[src/rtl/bpsk_symbol_mapper_if.sv]
// rtl/bpsk_symbol_mapper_if.sv - byte handshake bundle feeding the BPSK symbol mapper
interface bpsk_symbol_mapper_if;
  logic [7:0] s_data;
  logic       s_valid;
  logic       s_ready;

  modport master (output s_data, output s_valid, input s_ready);
  modport slave  (input s_data, input s_valid, output s_ready);
endinterface

[src/rtl/bpsk_symbol_mapper.sv]
// rtl/bpsk_symbol_mapper.sv - byte-to-BPSK symbol serializer, one symbol per SYM_PERIOD clocks (option: BPSK_DIFF_ENCODE_EN)
module bpsk_symbol_mapper #(
  parameter int SYM_PERIOD = 5,
  parameter int AMPLITUDE  = 100
) (
  input  logic                 clock,
  input  logic                 reset,
  bpsk_symbol_mapper_if.slave  s,
  output logic [7:0]           symbol_out,
  output logic                 symbol_strobe,
  output logic                 busy,
  output logic                 underrun
);

  localparam int CW = (SYM_PERIOD > 1) ? $clog2(SYM_PERIOD) : 1;
  localparam logic [CW-1:0] CNT_LAST = CW'(SYM_PERIOD - 1);
  localparam logic [7:0] LVL_POS = 8'(AMPLITUDE);
  localparam logic [7:0] LVL_NEG = 8'(-AMPLITUDE);

  localparam logic [0:0] IDLE   = 1'b0;
  localparam logic [0:0] STREAM = 1'b1;

  logic [CW-1:0] cnt;
  logic [0:0]    state;
  logic          hold_full;
  logic [7:0]    hold_byte;
  logic [7:0]    shift_reg;
  logic [3:0]    bits_left;

  logic tick;
  logic accept;
  logic load;
  logic emit_data;
  logic data_bit;
  logic tx_bit;
  logic underrun_nxt;

  assign tick      = (cnt == CNT_LAST);
  assign s.s_ready = !hold_full;
  assign accept    = s.s_valid && !hold_full;
  // Reload happens only when the shifter is empty; acceptance needs an empty
  // holding register, so the two can never fall in the same cycle.
  assign load      = tick && hold_full && ((state == IDLE) || (bits_left == 4'd0));
  assign busy      = hold_full || (state == STREAM);

  // Decide what the coming tick emits: a fresh byte's MSB, the next shifted bit, or idle
  always_comb begin
    emit_data    = 1'b0;
    data_bit     = 1'b0;
    underrun_nxt = 1'b0;
    if (tick) begin
      if (load) begin
        emit_data = 1'b1;
        data_bit  = hold_byte[7];
      end else if ((state == STREAM) && (bits_left != 4'd0)) begin
        emit_data = 1'b1;
        data_bit  = shift_reg[7];
      end else if (state == STREAM) begin
        underrun_nxt = 1'b1;
      end
    end
  end

`ifdef BPSK_DIFF_ENCODE_EN
  logic prev_tx;

  assign tx_bit = data_bit ^ prev_tx;

  // Differential reference: advances only on data ticks, survives idle gaps
  always_ff @(posedge clock) begin
    if (reset) begin
      prev_tx <= 1'b0;
    end else if (emit_data) begin
      prev_tx <= tx_bit;
    end
  end
`else
  assign tx_bit = data_bit;
`endif

  // Free-running symbol period counter
  always_ff @(posedge clock) begin
    if (reset) begin
      cnt <= '0;
    end else if (tick) begin
      cnt <= '0;
    end else begin
      cnt <= cnt + CW'(1);
    end
  end

  // Holding register: filled by the handshake, drained into the shifter on a tick
  always_ff @(posedge clock) begin
    if (reset) begin
      hold_full <= 1'b0;
      hold_byte <= 8'h00;
    end else if (accept) begin
      hold_full <= 1'b1;
      hold_byte <= s.s_data;
    end else if (load) begin
      hold_full <= 1'b0;
    end
  end

  // Shifter and IDLE/STREAM state; shift_reg[7] is always the next bit to send
  always_ff @(posedge clock) begin
    if (reset) begin
      state     <= IDLE;
      shift_reg <= 8'h00;
      bits_left <= 4'd0;
    end else if (load) begin
      state     <= STREAM;
      shift_reg <= {hold_byte[6:0], 1'b0};
      bits_left <= 4'd7;
    end else if (tick && (state == STREAM)) begin
      if (bits_left != 4'd0) begin
        shift_reg <= shift_reg << 1;
        bits_left <= bits_left - 4'd1;
      end else begin
        state <= IDLE;
      end
    end
  end

  // Registered symbol, strobe and underrun, all updated at the end of the tick cycle
  always_ff @(posedge clock) begin
    if (reset) begin
      symbol_out    <= 8'h00;
      symbol_strobe <= 1'b0;
      underrun      <= 1'b0;
    end else begin
      symbol_strobe <= tick;
      underrun      <= underrun_nxt;
      if (tick) begin
        symbol_out <= emit_data ? (tx_bit ? LVL_POS : LVL_NEG) : 8'h00;
      end
    end
  end

endmodule

[src/flat_wrapper.sv]
// flat-port wrapper written by rule: the top's interface ports become plain ports
module bpsk_symbol_mapper_flat 
#(
  parameter int SYM_PERIOD = 5,
  parameter int AMPLITUDE  = 100
)
  (clock, reset, symbol_out, symbol_strobe, busy, underrun, s_s_data, s_s_valid, s_s_ready);
  bpsk_symbol_mapper_if s_i ();
  input  logic clock;
  input  logic reset;
  output logic [7:0] symbol_out;
  output logic symbol_strobe;
  output logic busy;
  output logic underrun;
  input wire logic [$bits(s_i.s_data)-1:0] s_s_data;
  input wire logic [$bits(s_i.s_valid)-1:0] s_s_valid;
  output wire logic [$bits(s_i.s_ready)-1:0] s_s_ready;
  assign s_i.s_data = s_s_data;
  assign s_i.s_valid = s_s_valid;
  assign s_s_ready = s_i.s_ready;
  bpsk_symbol_mapper #(.SYM_PERIOD(SYM_PERIOD), .AMPLITUDE(AMPLITUDE)) u_core (.clock(clock), .reset(reset), .s(s_i), .symbol_out(symbol_out), .symbol_strobe(symbol_strobe), .busy(busy), .underrun(underrun));
endmodule
[config.mk]
export PLATFORM = sky130hd
export DESIGN_NAME = bpsk_symbol_mapper_flat
export DESIGN_NICKNAME = d
export VERILOG_FILES = /design/src/rtl/bpsk_symbol_mapper_if.sv /design/src/rtl/bpsk_symbol_mapper.sv /design/src/flat_wrapper.sv
export SDC_FILE = /design/constraint.sdc
export NUM_CORES = 1
export LEC_CHECK = 0
export ABC_AREA = 1
export ABC_CLOCK_PERIOD_IN_PS = 2200
export BUFFER_PORTS_ARGS = -buffer_cell sky130_fd_sc_hd__buf_2
export CORE_AREA = 4 4 58 60
export CTS_CLUSTER_SIZE = 8
export DETAILED_ROUTE_END_ITERATION = 10
export DIE_AREA = 0 0 62 64
export PLACE_DENSITY = 0.67
export SYNTH_ARGS = -nofsm -noshare
export SYNTH_HDL_FRONTEND = slang
export SYNTH_SLANG_ARGS = --single-unit
[constraint.sdc]
create_clock -name clock -period 2.2 [get_ports clock]
set_input_delay 0.22 -clock clock [delete_from_list [all_inputs] [get_ports clock]]
set_output_delay 0.22 -clock clock [all_outputs]
set_load 0.03 [all_outputs]
==> results.txt, run 1 <==
----------------------------------------------------
[Finish]
  Leading cell type in the layout, fill and taps excluded ... nor2_1
  Number of flip-flops in the largest register ... 8
  Utilization of the core after routing ... between 50% and 60%
  Combined flip-flop and latch cell area ... approximately 580 µm²
  Fillers ... between 200 and 300
  Antenna fix cells ... 0
  Area growth, synth to finish ... 8.09%
  Share of layout cells above drive strength 1 ... between 20% and 30%
  Final net count ... 216
  Final instance area ... roughly 1500 µm²
  Commonest cells after routing, fill and taps aside ... nor2_1 (37), dfxtp_1 (29), inv_1 (23), nand2_1 (23), buf_2 (20)
  Area used by multi-input combinational logic ... roughly 630 µm²

[Power]
  Power density over the cells ... around 660 nW/µm²
  Switching part of the total ... around a quarter
  Internal Pwr Total ... around 740 µW
  Sequential power share ... between 50% and 60%
  Logic gate share of total power ... a little over a tenth
  Net Switching ... between 200 and 300 µW
  Largest vdd supply drop ... between 0.3 and 0.4 mV
  Clock Power Share ... around 32%
  Power, Total ... ~1000 µW
  Leakage Power ... 0.753 nW

[STA]
  Shortest clock period the worst path allows after layout ... about 1.5 ns
  Post-route clock skew ... about 0.0045 ns
  Ratio of final minimum period to clock period ... between 60% and 70%
  Highest achievable clock rate ... roughly 0.66 GHz
  Number of setup violations in the final report ... 0
  Max Slew Vio Count ... 0
  Setup repair after global routing missed its margin ... false
  Final-layout setup total negative slack ... 0 ns
  Final worst slack ... about 0.68 ns
  Final Hold Vio Count ... 0

[Clock network]
  Clock tree from TritonCTS ... yes
  H-tree depth reported by CTS ... 2
  Clock latency of the later-clocked register in the worst-skew pair ... 0.32 ns
  Clock net sink count ... 29
  Post-CTS setup repair buffer count ... 0
  Clock Tree Buf Depth ... 2
  Cell chosen for the clock root ... clkbuf_4
  Clock-pin slew reported for the worst setup and hold paths after clock tree synthesis ... 0.09 ns
  Number of cells upsized or downsized after cts ... 0
  Hold buffer count at cts ... 0
  Cts bufs inserted ... 5

[Placed design]
  Placer Congestion ... about 0.74
  Pre-CTS setup slack ... 0.691 ns
  Placed cell area ... roughly 1500 µm²
  Number of port buffers ... 20
  Post-DP HPWL ... 1830 µm

[Detailed routing]
  Total length of routed wires ... 2440 µm
  Detailed router's first-iteration violation count ... 35
  Post-detailed-route wirelength per cell ... slightly above 10 µm
  Via-per-instance ratio ... 4.84
  Length of the first detailed-routing pass in iterations ... 5
  DRC ... 0
  Vias ... about 1100
  Remaining antenna violation count ... 0

[Setup path]
  Worst-path maximum fanout ... 16
  Critical path data arrival time ... around 1.8 ns
  CP startpoint kind ... flop
  Data required time at the worst endpoint ... roughly 2.5 ns
  Element type at the critical path end ... flop
  Worst setup path class ... flop to flop

[Global routing]
  Global-route total usage across every layer ... between 10 and 15%
  Via count of the first global-routing pass ... about 1100
  Global-route wire length before repair ... about 4300 µm
  Initial antenna violation count ... 0
  Maximum number of pins on one net before global-route repair ... 17
  Total congestion overflow ... 0

[Yosys]
  Synth Warn # ... 0
  Post-Syn Instances ... 183
  Average cell area after synthesis ... about 7.6 µm²
  Post-synthesis cell area ... between 1000 and 1500 µm²
  #FFs+latches synth ... 29
  Sequential share of the synthesized area ... 41.7%
  Synth unique cells ... 24

[Die]
  Cell row count ... 20
  Effective utilization at floorplan ... 47.6%
  Total die area ... ~4000 µm²
  Die width ... around 62 µm
  Ports ... 23
  Core area ... 2930 µm²
  Die outline height ... 64 µm

[Run status]
  Outcome ... complete, no violations

[Flow run]
  Number of max-capacitance violations reported ... 0

[Worst hold path]
  HP Class ... primary input to flop

----------------------------------------------------
-- worst max-delay path, cell delays in order, from the launching register on --
cell     delay [ns]
dfxtp_1        0.33
inv_1          0.06
ha_1           0.19
nand2_4        0.10
nor2_8         0.21
inv_2          0.09
nand2_4        0.20
nand2_1        0.11
o21ai_0        0.16
-- metrics by stage --
step           instances  hold WS (ns)
2_1_floorplan        184         0.289
3_3_place_gp         228         0.429
3_5_place_dp         228         0.442
4_1_cts              235        0.0986
5_1_grt              235         0.109
6_report             235         0.108
-- layer usage --
metal,track usage (%),vias to the layer above,part of all wire (%),wire [µm]
li1,-,603,-,-
met1,16.8,502,47,1160
met3,3.84,6,5.0,122
met4,7.96,0,2.6,63
met5,0,-,0,0
met2,22.7,27,45,1100
-- power by group through the flow --
stage	sequential [mW]	combinational, mW	clock, mW
after floorplan	0.575	0.0882	0
after global placement	0.575	0.107	0
after detailed placement	0.576	0.110	0
after CTS	0.564	0.111	0.336
after global routing	0.567	0.125	0.358
final	0.564	0.110	0.323
-- final cells by class --
class                   count  share of cell area, %
inverters                  25                   6.23
multi-input cells         120                   41.6
well taps                  33                   2.74
flip-flops and latches     29                   38.6
clock buffers               7                   3.66
repair buffers             21                   7.15
-- synth_stat cells --
cell type  instances  share of area [%]
nand3_1           12                4.3
nand2_4            4                3.2
buf_4              6                3.2
nand4_1            1               0.45
nor2_1            37                 10
nor2_8             1                1.4
nand2_1           23                6.2
nor2_2             2               0.90
a21oi_1           10                3.6
o21ai_2            6                3.8
o21ai_0           13                4.7
inv_2              2               0.54
nor4_1             1               0.45
conb_1             1               0.27
dfxtp_1           29                 42
nand2_2            3                1.3
buf_6              1               0.81
ha_1               3                2.7
buf_1              1               0.27
buf_8              1                1.1
xnor2_1            1               0.63
buf_12             1                1.4
inv_1             23                6.2
nor2_4             1               0.81
-- path summary, 6_finish.rpt --
path,startpoint,end,slack [ns],cells after the start
max,u_core.cnt[0],u_core.symbol_out[4],0.68,8
min reg2reg,u_core.cnt[0],u_core.cnt[0],0.46,1
min,reset,u_core.bits_left[2],0.11,2
max reg2reg,u_core.cnt[0],u_core.symbol_out[4],0.68,8
-- cells by family after synthesis --
kind of cell | synth area share [%]
DFF | 41.7
and+or+nand+nor | 29.1
buffers and inverters | 13.6
AOI/OAI and AO/OA | 12.0
other | 0.269
adders and majority gates | 2.70
xor gates and xnor gates | 0.629
(Power assumes the default switching activity.)
==> inputs of run 2 (changes only) <==
ABC_CLOCK_PERIOD_IN_PS = 1400   (was 2200)
CORE_AREA = 4 4 59 61   (was 4 4 58 60)
DIE_AREA = 0 0 63 65   (was 0 0 62 64)
PLACE_DENSITY = 0.68   (was 0.67)
clock period = 1.4 ns   (was 2.2 ns; I/O delays follow)
==> run 2 against run 1 <==
Net effect:
- routed wire length increased by 9.3%
- power increased by 57%
- register-to-register slack got worse by 0.60 ns
- cell count increased by 4.3%
- first-iteration DRC count decreased by 5.7%
- sequential power increased by 57%
- cell area increased by 8.1%
==> results.txt, run 2 (synthesis results as in run 1) <==
----------------------------------------------------
[STA]
  Final Hold Vio Count ... 0
  Number of setup violations in the final report ... 0
  Ratio of final minimum period to clock period ... between 90% and 100%
  Hold_ws ... between 0.03 and 0.04 ns
  Shortest clock period the worst path allows after layout ... 1.32 ns
  Setup repair after global routing missed its margin ... false
  Max Slew Vio Count ... 0
  Highest achievable clock rate ... between 0.7 and 0.8 GHz
  Final-layout setup total negative slack ... 0 ns
  Post-route clock skew ... 0.00669 ns

[Clock network]
  Cell chosen for the clock root ... clkbuf_4
  Cts bufs inserted ... 5
  Clock latency of the later-clocked register in the worst-skew pair ... between 0.3 and 0.4 ns
  Clock tree from TritonCTS ... yes
  Hold buffer count at cts ... 0
  H-tree depth reported by CTS ... 2
  Clock-pin slew reported for the worst setup and hold paths after clock tree synthesis ... approximately 0.09 ns
  Clock Tree Buf Depth ... 2
  Clock net sink count ... 29

[Power]
  Logic gate share of total power ... about an eighth
  Switching part of the total ... between 20% and 30%
  Power density over the cells ... roughly 960 nW/µm²
  Internal Pwr Total ... about 1.1 mW
  Clock Power Share ... 30.4%
  Largest vdd supply drop ... 0.660 mV
  Sequential power share ... 56.7%
  Net Switching ... about 430 µW
  Leakage Power ... about 0.8 nW

[Flow run]
  Number of max-capacitance violations reported ... 0

[Die]
  Total die area ... between 4000 and 5000 µm²
  Ports ... 23
  Core area ... around 3000 µm²
  Effective utilization at floorplan ... a little under half
  Die outline height ... roughly 65 µm
  Die width ... 63 µm
  Cell row count ... 20

[Finish]
  Final instance area ... 1630 µm²
  Utilization of the core after routing ... between 50% and 60%
  Final net count ... roughly 230
  Fillers ... approximately 300
  Leading cell type in the layout, fill and taps excluded ... nor2_1
  Number of flip-flops in the largest register ... 8
  Number of cells in the finished layout apart from fillers ... approximately 250
  Area growth, synth to finish ... 16.9%
  Antenna fix cells ... 0
  Share of layout cells above drive strength 1 ... between 30% and 40%
  Commonest cells after routing, fill and taps aside ... nor2_1 (37), dfxtp_1 (27), nand2_1 (21)

[Run status]
  Outcome ... complete, no violations

[Detailed routing]
  Via-per-instance ratio ... 4.79
  Vias ... between 1000 and 1500
  Post-detailed-route wirelength per cell ... approximately 11 µm
  Total length of routed wires ... about 2700 µm
  Remaining antenna violation count ... 0
  Length of the first detailed-routing pass in iterations ... 4
  DRC ... 0
  Detailed router's first-iteration violation count ... 33

[Global routing]
  Global-route wire length before repair ... ~4800 µm
  Total congestion overflow ... 0
  GRT met2 Usage ... 23.2%
  Initial antenna violation count ... 0
  Maximum number of pins on one net before global-route repair ... 17
  Met1 capacity usage during global routing ... between 10% and 20%
  Via count of the first global-routing pass ... 1064
  Global-route total usage across every layer ... ~15%
  Global routing met3 resource utilization ... under 10%
  Top Usage Layer GRT ... met2

[Setup path]
  Data required time at the worst endpoint ... about 1.6 ns
  Worst setup path startpoint ... u_core.cnt[1]
  Worst-path maximum fanout ... 6
  Element type at the critical path end ... flop
  Critical path data arrival time ... around 1.5 ns
  Worst setup path class ... flop to flop
  CP startpoint kind ... flop
  Startpoint of the worst register-to-register path ... u_core.cnt[1]

[Placed design]
  Post-DP HPWL ... roughly 1800 µm
  Number of port buffers ... 20
  Number of cells in the design after placement ... ~240
  Placer Congestion ... about 0.76
  Placed cell area ... ~1500 µm²

[Worst hold path]
  Hold path startpoint ... reset
  HP Class ... primary input to flop

----------------------------------------------------
[run 2: changes by cell type in the layout (fill, tap and decap cells not counted), moves of 2 or more]
cell / before / now
o21ai_1: 0 / 3
nand2_8: 0 / 2
a21oi_2: 0 / 2
dfxtp_2: 0 / 2
dfxtp_1: 29 / 27
nand2_1: 23 / 21
buf_4: 1 / 7
a21oi_1: 10 / 8
o21ai_0: 13 / 10
buf_6: 0 / 2
inv_1: 23 / 20
clkbuf_1: 1 / 3
inv_2: 2 / 5
[run 2: path summary, 6_finish.rpt]
kind	endpoint	slack (ns)	cells after the start
max	u_core.bits_left[1]	0.08	8
min	u_core.shift_reg[1]	0.04	2
max reg2reg	u_core.bits_left[1]	0.08	8
min reg2reg	u_core.symbol_out[2]	0.45	2
[run 2: layout make-up]
cell class | instances | area, µm² | area share (%)
tap | 33 | 41.3 | 2.54
clock buffer | 8 | 48.8 | 3.00
inverter | 25 | 93.8 | 5.76
multi-input combinational | 121 | 686 | 42.1
sequential | 29 | 583 | 35.8
timing repair buffer | 29 | 175 | 10.8
[run 2: per-stage QoR]
| stage | power, mW | worst slack [ns] |
|---|---|---|
| after global routing | 1.68 | 0.00357 |
| final | 1.57 | 0.0810 |
| after global placement | 1.08 | 0.0691 |
| after detailed placement | 1.09 | -0.0103 |
| after floorplan | 1.04 | 0.0827 |
| after CTS | 1.57 | 0.0131 |
[run 2: routing by layer]
metal / routed length [µm] / part of all wire (%)
met1: 1290 / 48
met2: 1190 / 45
met3: 138 / 5.2
met4: 48 / 1.8
met5: 0 / 0
[run 2: critical path, stage by stage, from the launching register on]
cell and delay [ns]:
dfxtp_2 0.33, inv_2 0.07, ha_4 0.14, nand2_4 0.08, nor2_4 0.15, nand2_4 0.10, buf_6 0.15, o21ai_0 0.14
nor2_1 0.05
[run 2: power by group through the flow]
stage	logic [mW]	clock network (mW)	registers, mW
3_3_place_gp	0.181	0	0.902
3_5_place_dp	0.186	0	0.903
2_1_floorplan	0.139	0	0.903
5_1_grt	0.233	0.550	0.894
4_1_cts	0.188	0.497	0.884
6_report	0.203	0.475	0.887
[run 2: repair_timing]
action,in CTS,in global routing
cloned,0,1
buffers inserted,0,1
resized for setup,1,18
pin swaps,0,6
endpoints found under the setup margin,4,14
